### config.mk
export PLATFORM = sky130hd
export DESIGN_NAME = display_compositor
export DESIGN_NICKNAME = d
export VERILOG_FILES = /design/src/rtl/display_pkg.sv /design/src/rtl/layer_priority_sel.sv /design/src/rtl/display_compositor.sv
export SDC_FILE = /design/constraint.sdc
export NUM_CORES = 1
export LEC_CHECK = 0
export BUFFER_PORTS_ARGS = -buffer_cell sky130_fd_sc_hd__buf_2
export CAP_MARGIN = 40
export CORE_UTILIZATION = 53
export CTS_BUF_LIST = sky130_fd_sc_hd__clkbuf_8
export DETAILED_ROUTE_END_ITERATION = 12
export GPL_TIMING_DRIVEN = 0
export PLACE_DENSITY_LB_ADDON = 0.08
export SKIP_LAST_GASP = 1
export SLEW_MARGIN = 0
export SYNTH_ARGS = -nofsm -noshare
export SYNTH_HDL_FRONTEND = slang
export SYNTH_SLANG_ARGS = --single-unit
### constraint.sdc
create_clock -name clk_in -period 13.4 [get_ports clk_in]
set_clock_uncertainty 0.05 [all_clocks]
set_input_delay 2.01 -clock clk_in [delete_from_list [all_inputs] [get_ports clk_in]]
set_output_delay 2.01 -clock clk_in [all_outputs]
set_load 0.02 [all_outputs]
### src/rtl/display_pkg.sv
// Shared types and constants for the display compositor.
package display_pkg;

  localparam int PIXEL_W = 24;

  localparam logic [31:0] IR_START_CODE_A = 32'h20DF_5BA4;
  localparam logic [31:0] IR_START_CODE_B = 32'h20DF_5AA5;

  typedef enum logic [1:0] {
    START = 2'd0,
    GAME  = 2'd1,
    OVER  = 2'd2
  } screen_state_t;

  // Halve the brightness of each 8-bit channel independently.
  function automatic logic [PIXEL_W-1:0] dim_pixel(input logic [PIXEL_W-1:0] p);
    return {p[23:16] >> 1, p[15:8] >> 1, p[7:0] >> 1};
  endfunction

endpackage

### src/rtl/layer_priority_sel.sv
// Fixed-priority layer select: the lowest-index layer with a hit wins.
module layer_priority_sel
  import display_pkg::*;
#(
  parameter int NUM_LAYERS = 8
) (
  input  logic [NUM_LAYERS-1:0]         i_hit,
  input  logic [PIXEL_W*NUM_LAYERS-1:0] i_pixels,
  output logic [PIXEL_W-1:0]            o_pixel,
  output logic                          o_any_hit
);

  // Walk from lowest to highest priority so the last assignment is the winner.
  always_comb begin
    // NOTE: defaults first so every path assigns the outputs and no latch is inferred.
    o_pixel   = '0;
    o_any_hit = |i_hit;
    for (int i = NUM_LAYERS - 1; i >= 0; i--) begin
      if (i_hit[i]) o_pixel = i_pixels[i*PIXEL_W +: PIXEL_W];
    end
  end

endmodule

### src/rtl/display_compositor.sv
// Layer compositor with border overlay and frame-synchronous screen-mode FSM.
// Two-stage pixel pipeline: stage 1 registers inputs and layer hits, stage 2
// resolves priority, applies the screen mode and registers the outputs.
module display_compositor
  import display_pkg::*;
#(
  parameter int          NUM_LAYERS   = 8,
  parameter logic [23:0] KEY_COLOR    = 24'h00_00_00,
  parameter int          BORDER_X     = 960,
  parameter int          BORDER_Y     = 640,
  parameter logic [23:0] BORDER_COLOR = 24'hFF_FF_FF,
  parameter int          OVER_FRAMES  = 180,
  parameter logic [31:0] START_CODE_A = IR_START_CODE_A,
  parameter logic [31:0] START_CODE_B = IR_START_CODE_B
) (
  input  logic                          clk_in,
  input  logic                          rst_in,
  input  logic [10:0]                   hcount_in,
  input  logic [9:0]                    vcount_in,
  input  logic                          nf_in,
  input  logic [PIXEL_W*NUM_LAYERS-1:0] layer_pixels_in,
  input  logic [NUM_LAYERS-1:0]         layer_enable_in,
  input  logic                          camera_sw,
  input  logic [PIXEL_W-1:0]            camera_pixel_in,
  input  logic [PIXEL_W-1:0]            start_pixel_in,
  input  logic                          ir_valid_in,
  input  logic [31:0]                   ir_in,
  input  logic [2:0]                    player_health_in,
  input  logic [2:0]                    opponent_health_in,
  output logic [PIXEL_W-1:0]            pixel_out,
  output logic [10:0]                   hcount_out,
  output logic [9:0]                    vcount_out,
  output logic [1:0]                    screen_state_out
);

  localparam int              CNT_W    = $clog2(OVER_FRAMES + 1);
  localparam logic [CNT_W-1:0] CNT_LAST = CNT_W'(OVER_FRAMES - 1);
  localparam logic [CNT_W-1:0] CNT_MAX  = {CNT_W{1'b1}};
  localparam logic [10:0]      BX       = 11'(BORDER_X);
  localparam logic [9:0]       BY       = 10'(BORDER_Y);

  // Stage 1 registers
  logic [PIXEL_W*NUM_LAYERS-1:0] r_pixels;
  logic [NUM_LAYERS-1:0]         r_hit;
  logic                          r_camera_sw;
  logic [PIXEL_W-1:0]            r_camera_pixel;
  logic [PIXEL_W-1:0]            r_start_pixel;
  logic [10:0]                   r_hcount;
  logic [9:0]                    r_vcount;

  // Control state
  screen_state_t    r_state;
  logic             r_req;
  logic [CNT_W-1:0] r_frame_cnt;

  logic [NUM_LAYERS-1:0] w_hit;
  logic [PIXEL_W-1:0]    w_win_pixel;
  logic                  w_any_hit;
  logic                  w_border;
  logic [PIXEL_W-1:0]    w_game_pixel;
  logic [PIXEL_W-1:0]    w_mode_pixel;
  logic                  w_start_hit;
  logic                  w_req_pending;
  logic                  w_health_zero;

  // A layer hits when it is enabled and not the transparency key.
  always_comb begin
    w_hit = '0;
    for (int i = 0; i < NUM_LAYERS; i++) begin
      w_hit[i] = layer_enable_in[i] &&
                 (layer_pixels_in[i*PIXEL_W +: PIXEL_W] != KEY_COLOR);
    end
  end

  // Stage 1: capture the pixel inputs and the hit vector.
  always_ff @(posedge clk_in or posedge rst_in) begin
    if (rst_in) begin
      r_pixels       <= '0;
      r_hit          <= '0;
      r_camera_sw    <= 1'b0;
      r_camera_pixel <= '0;
      r_start_pixel  <= '0;
      r_hcount       <= '0;
      r_vcount       <= '0;
    end else begin
      // NOTE: non-blocking assignments so every register samples pre-edge values.
      r_pixels       <= layer_pixels_in;
      r_hit          <= w_hit;
      r_camera_sw    <= camera_sw;
      r_camera_pixel <= camera_pixel_in;
      r_start_pixel  <= start_pixel_in;
      r_hcount       <= hcount_in;
      r_vcount       <= vcount_in;
    end
  end

  layer_priority_sel #(
    .NUM_LAYERS(NUM_LAYERS)
  ) u_layer_priority_sel (
    .i_hit     (r_hit),
    .i_pixels  (r_pixels),
    .o_pixel   (w_win_pixel),
    .o_any_hit (w_any_hit)
  );

  // Stage 2 combinational: border overlay, background, then screen mode.
  always_comb begin
    w_border = ((r_hcount == BX) && (r_vcount <= BY)) ||
               ((r_vcount == BY) && (r_hcount <= BX));
    if (w_border)         w_game_pixel = BORDER_COLOR;
    else if (w_any_hit)   w_game_pixel = w_win_pixel;
    else if (r_camera_sw) w_game_pixel = r_camera_pixel;
    else                  w_game_pixel = '0;

    case (r_state)
      START:   w_mode_pixel = r_start_pixel;
      GAME:    w_mode_pixel = w_game_pixel;
      OVER:    w_mode_pixel = dim_pixel(w_game_pixel);
      default: w_mode_pixel = '0;
    endcase
  end

  // Stage 2: register the composited pixel and the delayed counters.
  always_ff @(posedge clk_in or posedge rst_in) begin
    if (rst_in) begin
      pixel_out  <= '0;
      hcount_out <= '0;
      vcount_out <= '0;
    end else begin
      pixel_out  <= w_mode_pixel;
      hcount_out <= r_hcount;
      vcount_out <= r_vcount;
    end
  end

  assign w_start_hit   = ir_valid_in && ((ir_in == START_CODE_A) || (ir_in == START_CODE_B));
  assign w_req_pending = r_req || w_start_hit;
  assign w_health_zero = (player_health_in == 3'd0) || (opponent_health_in == 3'd0);

  // Screen-mode FSM, start-request latch and OVER frame counter; mode changes only on nf_in.
  always_ff @(posedge clk_in or posedge rst_in) begin
    if (rst_in) begin
      r_state     <= START;
      r_req       <= 1'b0;
      r_frame_cnt <= '0;
    end else if (nf_in) begin
      r_req <= 1'b0;
      case (r_state)
        START: if (w_req_pending) r_state <= GAME;
        GAME: begin
          if (w_health_zero) begin
            r_state     <= OVER;
            r_frame_cnt <= '0;
          end
        end
        OVER: begin
          if (w_req_pending || (r_frame_cnt == CNT_LAST)) r_state <= START;
          else if (r_frame_cnt != CNT_MAX)               r_frame_cnt <= r_frame_cnt + 1'b1;
        end
        default: r_state <= START;
      endcase
    end else if (w_start_hit) begin
      r_req <= 1'b1;
    end
  end

  assign screen_state_out = r_state;

endmodule

==> results.sh <==
export IMPL_finalCriticalPeriod_ns=3.412
export IMPL_path_cells="buf_2, nor4b_1, nand4_1, o41ai_1, clkbuf_1, o21ai_0, a21o_1"
export IMPL_final_seq_area_sq_um=8158
export IMPL_drc=0
export IMPL_htree_num_levels=2
export IMPL_hpwl_mm=25.86
export IMPL_rsz0062_at_grt="no"
export IMPL_fin_nets=1556
export IMPL_root_buffer="clkbuf_8"
export IMPL_cp_arrival_ns=3.80
export IMPL_rows=53
export IMPL_worstSetupStartpointType="input port"
export IMPL_fin_crit_sh_pct=25.46
export IMPL_port_buffers=358
export IMPL_drt_iter0_drc=559
export IMPL_cp_top_family="compound AO/OA/AOI/OAI gates"
export IMPL_slew_limit_headroom_pct=52.43
export IMPL_cts_buffer_depth=3
export IMPL_max_stage_delay_ns=0.53
export IMPL_antenna_found_initial=5
export IMPL_grt_use_total_pct=31.11
export IMPL_cts_sinks=326
export IMPL_routedWlPerCell_um=21.92
export IMPL_ys_warn_count=0
export IMPL_synth_ff_type="dfrtp_1"
export IMPL_ioPinCount=359
export IMPL_slowest_stage="o41ai_1"
export IMPL_ff2ff_setup_slack_ns=10.61
export IMPL_power_per_cell_area_nw_per_um2=156.5
export IMPL_fmaxAchievable_mhz=293.1
export IMPL_gp_congestion=0.8818
export IMPL_nFillCells=1574
export IMPL_num_vias=8950
export IMPL_slew_viol_final=0
export IMPL_dieArea_sq_um=22550
export IMPL_drt_pass1_iterations=5
export IMPL_syn_cell_area_sq_um=11630
export IMPL_syn_inst=829
export IMPL_core_area_sq_um=21290
export IMPL_drt_vias_per_instance=5.730
export IMPL_cp_end_kind="flip-flop"
export IMPL_yosysSeqAreaShare_pct=70.12
export IMPL_cts_tree="built"
export IMPL_ys_ff_latch=326
export IMPL_p_leak_nw=6.854
export IMPL_min_path_type="flip-flop to flip-flop"
export IMPL_ant_nets=0
export IMPL_wl_mm=34.23
export IMPL_avgSynthCellArea_sq_um=14.03
export IMPL_drive_gt1_share_pct=36.58
export IMPL_path_clk_slew_ns=0.06
export IMPL_ctsResizeCount=0
export IMPL_stdcell_count=1562
export IMPL_synthToLayoutAreaGrowth_pct=28.16
export IMPL_cts_hold_fix_buffers=0
export IMPL_async_reset_ff_share_pct=100.0
export IMPL_placed_cells=1465
export IMPL_grt_pass1_vias=9147
export IMPL_cp_required_ns=13.79
export IMPL_fin_total_pwr_mw=2.333
export IMPL_tightest_slew_ns=0.7136
export IMPL_outcome="complete, no violations"
export IMPL_synth_nets=1142
export IMPL_cap_violations=0
export IMPL_setup_violations=0
export IMPL_post_cts_setup_buffer_count=0
export IMPL_die_w_um=150.2
export IMPL_cts_buffers=51
export IMPL_start_util_pct=54.65
export IMPL_clk_latency_ns=0.56
export IMPL_critPathMaxFanout=10
export IMPL_critPathBufInv=2
export IMPL_grt_pass1_wl_mm=51.08
export IMPL_synth_edff_count=0
export IMPL_finalHoldViolCount=0
export IMPL_path_class="input port to flip-flop"
export IMPL_multi_input_area_sq_um=3174
export IMPL_grt_overflow_total=0
export IMPL_die_y_um=150.2
export IMPL_ir_drop_v=0.00009616
export IMPL_synth_cell_types=63
export IMPL_grt_max_degree=131
[cell usage in the layout, fill, tap and decap left out, types with 4 or more instances in the layout]
cell type  count
a311oi_2       6
o21a_1         8
a221oi_1      19
a222oi_1       6
nand3b_1      20
a2111oi_0     12
a311oi_1      13
dfrtp_1      326
nand3_1        6
and3b_1       13
diode_2        5
nor2_1        30
or4_1          4
a21oi_1       27
o32ai_1       19
buf_2        365
clkbuf_1      36
o31ai_1        6
nor4_1        52
nand2_1       22
inv_1         25
clkbuf_8      70
nand4_1       13
buf_6          8
a211oi_1      22
mux2i_1        4
o22ai_1       21
nor2b_1       28
a2111oi_1      5
o21ai_0        5
a211o_1       24
nor3_1         8
[state kept, by name, summed over array words and instances, names as in the netlist]
register,cells
r_pixels,192
r_start_pixel,24
r_camera_pixel,24
r_hcount,11
r_camera_sw,1
r_req,1
screen_state_out,2
r_vcount,10
hcount_out,11
pixel_out,24
vcount_out,10
r_hit,8
r_frame_cnt,8
[logic make-up (layout without fill, tap and decap cells)]
family	count (synthesis)	count (layout)	synth area share [%]
flip-flops	326	326	70.12
other	0	5	0
XOR/XNOR	1	1	0.07530
buffers and inverters	61	514	2.592
adder cells (fa/ha/maj)	1	1	0.1075
AO/OA/AOI/OAI	213	213	14.81
multiplexers	4	4	0.3442
AND/OR/NAND/NOR	223	223	11.95
[cell type report]
cell class | instances | share of cell area [%]
tap | 275 | 2.308
buffer | 52 | 1.796
sequential | 326 | 54.72
antenna | 5 | 0.08392
clock buffer | 70 | 6.462
clock inverter | 22 | 0.6546
multi-input combinational | 442 | 21.29
timing repair buffer | 361 | 12.41
inverter | 9 | 0.2769
[report_power, final]
part	internal, mW	total [mW]	switching [mW]
logic	0.143	0.394	0.251
registers	1.07	1.11	0.0336
clock network	0.464	0.834	0.370
[metal layers]
metal / share of wire, % / GRT usage [%]
met5: 0.079 / 0
met4: 3.1 / 11.52
met3: 7.4 / 6.061
met2: 49 / 51.50
met1: 41 / 41.03
[Yosys cell counts (4+ instances only)]
cell type | number | area, sq um
o21a_1 | 8 | 60.06
a211o_1 | 24 | 210.2
inv_1 | 9 | 33.78
nand3_1 | 6 | 30.03
a222oi_1 | 6 | 60.06
or4_1 | 4 | 30.03
a2111oi_1 | 5 | 50.05
dfrtp_1 | 326 | 8158
a211oi_1 | 22 | 165.2
a221oi_1 | 19 | 166.4
buf_6 | 8 | 90.09
a311oi_2 | 6 | 90.09
nand3b_1 | 20 | 150.1
nand4_1 | 13 | 81.33
nor2_1 | 30 | 112.6
a21oi_1 | 27 | 135.1
o22ai_1 | 21 | 131.4
and3b_1 | 13 | 113.9
mux2i_1 | 4 | 40.04
nor2b_1 | 28 | 175.2
nand2_1 | 22 | 82.58
a2111oi_0 | 12 | 105.1
a311oi_1 | 13 | 113.9
clkbuf_1 | 36 | 135.1
o31ai_1 | 6 | 45.04
buf_2 | 7 | 35.03
nor4_1 | 52 | 325.3
nor3_1 | 8 | 40.04
o21ai_0 | 5 | 25.02
o32ai_1 | 19 | 166.4
[final timing paths]
path / start / endpoint / cells past startpoint
setup / recovery: ir_in[1] / screen_state_out[1] / 7
hold reg to reg: r_hcount[2] / hcount_out[2] / 0
min in group asynchronous: rst_in / hcount_out[0] / 2
hold / removal: r_hcount[2] / hcount_out[2] / 0
setup reg to reg: r_hit[2] / pixel_out[14] / 7
max in group asynchronous: rst_in / pixel_out[19] / 3
[per-stage QoR]
step	setup WS, ns	util, %	cell area, sq um	TNS (ns)	hold slack (ns)
global route	9.814	69.99	14900	0	0.3321
CTS	9.975	69.98	14900	0	0.3219
global placement	-0.6205	64.69	13770	-195.37	0.3007
detailed placement	9.410	65.00	13840	0	0.3102
finish	9.988	70.04	14910	0	0.3191
floorplan	2.314	-	11630	0	0.2956
Note: power is estimated with default switching activity, not from simulation.
